[src/rtl/controlador_porta.sv]
// Door-code entry controller: collects up to six keypad digits, requests one comparison
// per attempt, drives the door-open pulse and enforces a lockout after repeated failures.
module controlador_porta #(
  parameter int unsigned N_DIG      = 6,
  parameter int unsigned T_ABERTA   = 8,
  parameter int unsigned T_BLOQUEIO = 16,
  parameter int unsigned T_INATIVO  = 32,
  parameter int unsigned MAX_FALHAS = 3
) (
  input  logic       clk,
  input  logic       rst,
  input  logic [3:0] tecla,
  input  logic       tecla_valida,
  input  logic       confirmar,
  input  logic       apagar,
  input  logic       porta_cmp,
  output logic [3:0] m0,
  output logic [3:0] m1,
  output logic [3:0] m2,
  output logic [3:0] m3,
  output logic [3:0] m4,
  output logic [3:0] m5,
  output logic [2:0] d,
  output logic       porta,
  output logic       erro,
  output logic       bloqueado,
  output logic [1:0] falhas
);

  localparam int unsigned TMax12 = (T_ABERTA > T_BLOQUEIO) ? T_ABERTA : T_BLOQUEIO;
  localparam int unsigned TMax   = (TMax12 > T_INATIVO) ? TMax12 : T_INATIVO;
  localparam int unsigned TW     = $clog2(TMax + 1);

  localparam logic [TW-1:0] TAberta     = TW'(T_ABERTA);
  localparam logic [TW-1:0] TBloqueio   = TW'(T_BLOQUEIO);
  localparam logic [TW-1:0] TInativo    = TW'(T_INATIVO);
  localparam logic [TW-1:0] TOne        = TW'(1);
  localparam logic [2:0]    NDig        = 3'(N_DIG);
  localparam logic [1:0]    MaxFalhasM1 = 2'(MAX_FALHAS - 1);

  typedef enum logic [2:0] {
    StInativo,
    StEntrada,
    StVerifica,
    StAberta,
    StBloqueio
  } state_e;

  state_e        state_q, state_d;
  logic [3:0]    m_q [6];
  logic [3:0]    m_d [6];
  logic [2:0]    d_q, d_d;
  logic [TW-1:0] timer_q, timer_d;
  logic [1:0]    falhas_q, falhas_d;
  logic          conf_q, conf_d;
  logic          erro_q, erro_d;
  logic          porta_q, bloq_q;
  logic          digito_ok;

  assign digito_ok = tecla_valida && (tecla <= 4'd9);

  always_comb begin
    state_d  = state_q;
    m_d      = m_q;
    d_d      = d_q;
    timer_d  = timer_q;
    falhas_d = falhas_q;
    conf_d   = 1'b0;
    erro_d   = 1'b0;
    unique case (state_q)
      StInativo: begin
        if (digito_ok) begin
          m_d[0]  = tecla;
          d_d     = 3'd1;
          timer_d = TInativo;
          state_d = StEntrada;
        end
      end
      StEntrada: begin
        // A submitted attempt waits one cycle with m/d frozen before VERIFICA.
        if (conf_q) begin
          state_d = StVerifica;
        end else if (apagar) begin
          for (int i = 0; i < 6; i++) m_d[i] = 4'd0;
          d_d     = 3'd0;
          timer_d = '0;
          state_d = StInativo;
        end else if (confirmar) begin
          conf_d = 1'b1;
        end else if (digito_ok && (d_q < NDig)) begin
          m_d[d_q] = tecla;
          d_d      = d_q + 3'd1;
          timer_d  = TInativo;
        end else if (timer_q <= TOne) begin
          for (int i = 0; i < 6; i++) m_d[i] = 4'd0;
          d_d     = 3'd0;
          timer_d = '0;
          state_d = StInativo;
        end else begin
          timer_d = timer_q - TOne;
        end
      end
      StVerifica: begin
        for (int i = 0; i < 6; i++) m_d[i] = 4'd0;
        d_d = 3'd0;
        if (porta_cmp) begin
          falhas_d = 2'd0;
          timer_d  = TAberta;
          state_d  = StAberta;
        end else if (falhas_q == MaxFalhasM1) begin
          falhas_d = 2'd0;
          erro_d   = 1'b1;
          timer_d  = TBloqueio;
          state_d  = StBloqueio;
        end else begin
          falhas_d = falhas_q + 2'd1;
          erro_d   = 1'b1;
          timer_d  = '0;
          state_d  = StInativo;
        end
      end
      StAberta, StBloqueio: begin
        if (timer_q <= TOne) begin
          timer_d = '0;
          state_d = StInativo;
        end else begin
          timer_d = timer_q - TOne;
        end
      end
      default: state_d = StInativo;
    endcase
  end

  always_ff @(posedge clk) begin
    if (rst) begin
      state_q  <= StInativo;
      for (int i = 0; i < 6; i++) m_q[i] <= 4'd0;
      d_q      <= 3'd0;
      timer_q  <= '0;
      falhas_q <= 2'd0;
      conf_q   <= 1'b0;
      erro_q   <= 1'b0;
      porta_q  <= 1'b0;
      bloq_q   <= 1'b0;
    end else begin
      state_q  <= state_d;
      m_q      <= m_d;
      d_q      <= d_d;
      timer_q  <= timer_d;
      falhas_q <= falhas_d;
      conf_q   <= conf_d;
      erro_q   <= erro_d;
      porta_q  <= (state_d == StAberta);
      bloq_q   <= (state_d == StBloqueio);
    end
  end

  assign m0        = m_q[0];
  assign m1        = m_q[1];
  assign m2        = m_q[2];
  assign m3        = m_q[3];
  assign m4        = m_q[4];
  assign m5        = m_q[5];
  assign d         = d_q;
  assign porta     = porta_q;
  assign erro      = erro_q;
  assign bloqueado = bloq_q;
  assign falhas    = falhas_q;

endmodule
[config.mk]
export PLATFORM = sky130hd
export DESIGN_NAME = controlador_porta
export DESIGN_NICKNAME = d
export VERILOG_FILES = /design/src/rtl/controlador_porta.sv
export SDC_FILE = /design/constraint.sdc
export NUM_CORES = 1
export LEC_CHECK = 0
export CAP_MARGIN = 40
export CORE_MARGIN = 1.5
export CORE_UTILIZATION = 50
export DETAILED_ROUTE_END_ITERATION = 12
export GPL_TIMING_DRIVEN = 0
export PLACE_DENSITY = 0.78
export SLEW_MARGIN = 15
export SYNTH_ARGS = -nofsm -noshare
export SYNTH_HDL_FRONTEND = slang
export SYNTH_SLANG_ARGS = --single-unit
[constraint.sdc]
create_clock -name clk -period 2.6 [get_ports clk]
set_input_delay 0.52 -clock clk [delete_from_list [all_inputs] [get_ports clk]]
set_output_delay 0.52 -clock clk [all_outputs]
set_load 0.01 [all_outputs]
==> results by stage <==
Timing:
- The post-route minimum period is 2380 ps.
- Dividing the final minimum period by the clock period gives 0.914.
- The number of hold violations in the final report is 0.
- For this run, the top clock speed supported by timing is 421 MHz.
- The clock arrives with 5.52 ps of skew.
- Setup repair after global routing left no endpoint under its margin.
- The transition time at the pin with the least slew margin is 613 ps.
- Measured against its own limit, the worst slew margin works out to 0.591.
- The smallest hold slack is 454 ps.
- The number of pins with negative max-slew slack in the final report is 0.
- Setup violations remaining at the end of the flow were counted as 0.

Detailed routing:
- After detailed routing, the total wire length is 5070 um.
- The number of DRC markers in iteration 0 is 145.
- The routed layout has 1913 vias.
- The count of nets left with antenna violations once routing finished came out at 0.
- The wire length per cell after detailed routing is 15.1 um.
- The number of iterations in the first detailed-routing pass is 4.
- The number of vias per cell after detailed routing is 5.71.
- The remaining design rule violation count is 0.

Clocking:
- No sink is reached through more buffers than the 2 on the longest clock path.
- The register clock-pin slew on the reported worst setup and hold paths is 80 ps.
- The number of buffers created by CTS is 5.
- The cts-stage hold buffer count is 0.
- In this run the number of H-tree levels came out at 2.
- The clock latency at the later pin of the worst-skew pair is 290 ps.
- In this run the clock root is driven by a sky130_fd_sc_hd__clkbuf_8.
- The TritonCTS clock tree is done.
- The number of sinks handled by clock tree synthesis is 42.

Placed design:
- At the end of routability-driven placement, the weighted congestion stood at 0.896.
- After detailed placement, the design holds a cell count of 327.
- Detailed placement ended at an HPWL of 3560 um.
- During placement, the flow inserted port buffers numbering 41.

Critical path:
- For the worst setup path, the data arrival time is 2600 ps.
- STA classifies the critical path endpoint as a register.
- The critical path is of the input pin to register type.
- STA classifies the critical path startpoint as an input pin.
- The biggest fanout along the worst timing path is 10.
- The required time of the worst setup path is 2820 ps.

Layout:
- The number of nets in the final layout is 297.
- The share of the core filled with cells is 0.660.
- The final non-filler cell total is 335.
- 0 antenna diodes ended up in the layout.
- The area growth from synthesis to layout is 28.7%.
- The proportion of layout cells with a drive suffix above 1 is 0.0807.
- The layout filler cell count is 353.

Global route:
- The maximum number of pins on one net before global-route repair is 13.
- The number of global-route vias before repair is 1700.
- The global-route wire length before repair is 7980 um.
- The remaining global-route overflow is 0.
- In the global route stage, overall resource usage came out at 0.235.
- The number of antenna violations at the first check in global routing is 0.

Die:
- The starting utilization of the core area is 0.513.
- The die outline area is 4470 um2.
- The boundary pin count is 42.
- In this run the horizontal extent of the chip is 66.8 um.
- After floorplanning, the core was sized to cover 3970 um2.
- The number of core rows is 23.
- In this run the vertical extent of the chip is 66.8 um.

Pwr:
- The design draws 1380 uW.
- The worst-case IR drop observed on VDD is 0.347 mV.
- For this design the static power due to leakage is 0.000914 uW.
- In this run the power density over the cells is 525 nW/um2.

Min path:
- The tightest min-delay check is of the register to register type.

Logic synthesis:
- The mapped netlist covers 2040 um2.
- A synthesized cell averages 8.63 um2.
- Synthesis handed over a netlist of 236 instances.
- The post-synthesis register bit count is 42.
- The post-synthesis async set-or-reset flop share is 0.
- The sequential element share of the synthesized area is 0.413.
- For this run, the number of Yosys warnings is 0.
- The netlist uses 53 different library cells.
- By count the netlist is led by 42 x sky130_fd_sc_hd__dfxtp_1, 24 x sky130_fd_sc_hd__inv_1, 20 x sky130_fd_sc_hd__nor2_1.
- The most used flip-flop cell after synthesis is sky130_fd_sc_hd__dfxtp_1.
- The post-synth net total is 249.
- Yosys attributes the largest share of cell area to sky130_fd_sc_hd__dfxtp_1 41%, sky130_fd_sc_hd__o22ai_1 4.9%, sky130_fd_sc_hd__inv_1 4.4%.
- The cell taking the most area after synthesis is sky130_fd_sc_hd__dfxtp_1.
- In this run, synthesis inferred 0 flip-flops with an integrated enable.
- The leading cell type by number of instances after synthesis is sky130_fd_sc_hd__dfxtp_1.
- The fraction of synthesized cell area taken by the top area cell type is 0.413.

Run:
- The total of max-cap violations is 0.

Outcome:
- The run finished with clean final reports.
metal layers:
layer / GRT usage / vias up / wire length (um)
met1: 0.319 / 906 / 2430
met2: 0.361 / 45 / 2330
met3: 0.0439 / 10 / 200
met4: 0.105 / 0 / 112
met5: 0 / - / 0
li1: - / 952 / -
worst paths after layout:
kind | cells past startpoint | end | slack [ps] | startpoint
setup / recovery | 6 | m3[0] | 220 | tecla[1]
hold / removal | 2 | m4[1] | 450 | m4[1]
setup reg to reg | 5 | m1[2] | 310 | timer_q[2]
hold reg to reg | 2 | m4[1] | 450 | m4[1]
power by group:
part	internal, uW	switching [uW]
Clock	287	221
Combinational	81.4	115
Sequential	657	16.5
Total	1030	352
kinds of logic after synthesis:
kind of cell / after synthesis / share of synthesized area
AND/OR/NAND/NOR: 86 / 0.239
AO/OA/AOI/OAI: 64 / 0.227
flip-flops: 42 / 0.413
buffers and inverters: 33 / 0.0614
multiplexers: 6 / 0.0326
adder cells (fa/ha/maj): 3 / 0.0184
XOR/XNOR: 2 / 0.00860
registers in the layout, summed over array words and instances, names as in the netlist:
register,count
timer_q,6
m0,4
m1,4
m2,4
m3,4
m4,4
m5,4
d,3
state_q,3
falhas,2
bloqueado,1
conf_q,1
erro,1
porta,1
cell usage in the layout, fill, tap and decap left out, types with 3 or more instances in the layout:
cell type and count:
sky130_fd_sc_hd__inv_1 24, sky130_fd_sc_hd__a21oi_1 9, sky130_fd_sc_hd__mux2_1 4, sky130_fd_sc_hd__nand2b_1 3
sky130_fd_sc_hd__nor2_1 20, sky130_fd_sc_hd__nand4_1 4, sky130_fd_sc_hd__nor2b_1 13, sky130_fd_sc_hd__nor3_1 5
sky130_fd_sc_hd__o31ai_1 3, sky130_fd_sc_hd__or3b_2 3, sky130_fd_sc_hd__o21ai_2 4, sky130_fd_sc_hd__o31a_1 3
sky130_fd_sc_hd__clkbuf_1 9, sky130_fd_sc_hd__clkdlybuf4s50_1 41, sky130_fd_sc_hd__clkbuf_8 5, sky130_fd_sc_hd__o22ai_1 16
sky130_fd_sc_hd__dfxtp_1 42, sky130_fd_sc_hd__ha_1 3, sky130_fd_sc_hd__nand2_1 18, sky130_fd_sc_hd__o21ai_0 4
sky130_fd_sc_hd__o32ai_1 5
critical path, cell delays in order:
cell and delay, ps:
sky130_fd_sc_hd__clkdlybuf4s50_1 470, sky130_fd_sc_hd__o21ai_0 350, sky130_fd_sc_hd__nand4b_2 350, sky130_fd_sc_hd__nor4_2 450, sky130_fd_sc_hd__nand2_1 240, sky130_fd_sc_hd__o22ai_1 210
stage by stage:
stage	setup TNS, ps	area [um2]	worst slack, ps
final	0	2620	222
after global routing	0	2620	48.5
after CTS	0	2620	68.3
after detailed placement	-3060	2510	-238
after global placement	-2030	2510	-178
after floorplan	0	2040	471
area by class of cell:
class | instances | area (um2) | area share
Multi-Input combinational cell | 161 | 1080 | 0.411
Clock inverter | 1 | 30.0 | 0.0115
Timing Repair Buffer | 41 | 410 | 0.156
Buffer | 9 | 35.0 | 0.0134
Inverter | 24 | 90.1 | 0.0344
Clock buffer | 7 | 76.3 | 0.0291
Tap cell | 50 | 62.6 | 0.0239
Sequential cell | 42 | 841 | 0.321
timing repair:
item                       4_1_cts  5_1_grt
setup endpoints to repair        0       16
gates resized for setup          0        1
setup buffers                    0        0
Note: power is estimated with default switching activity, not from simulation.
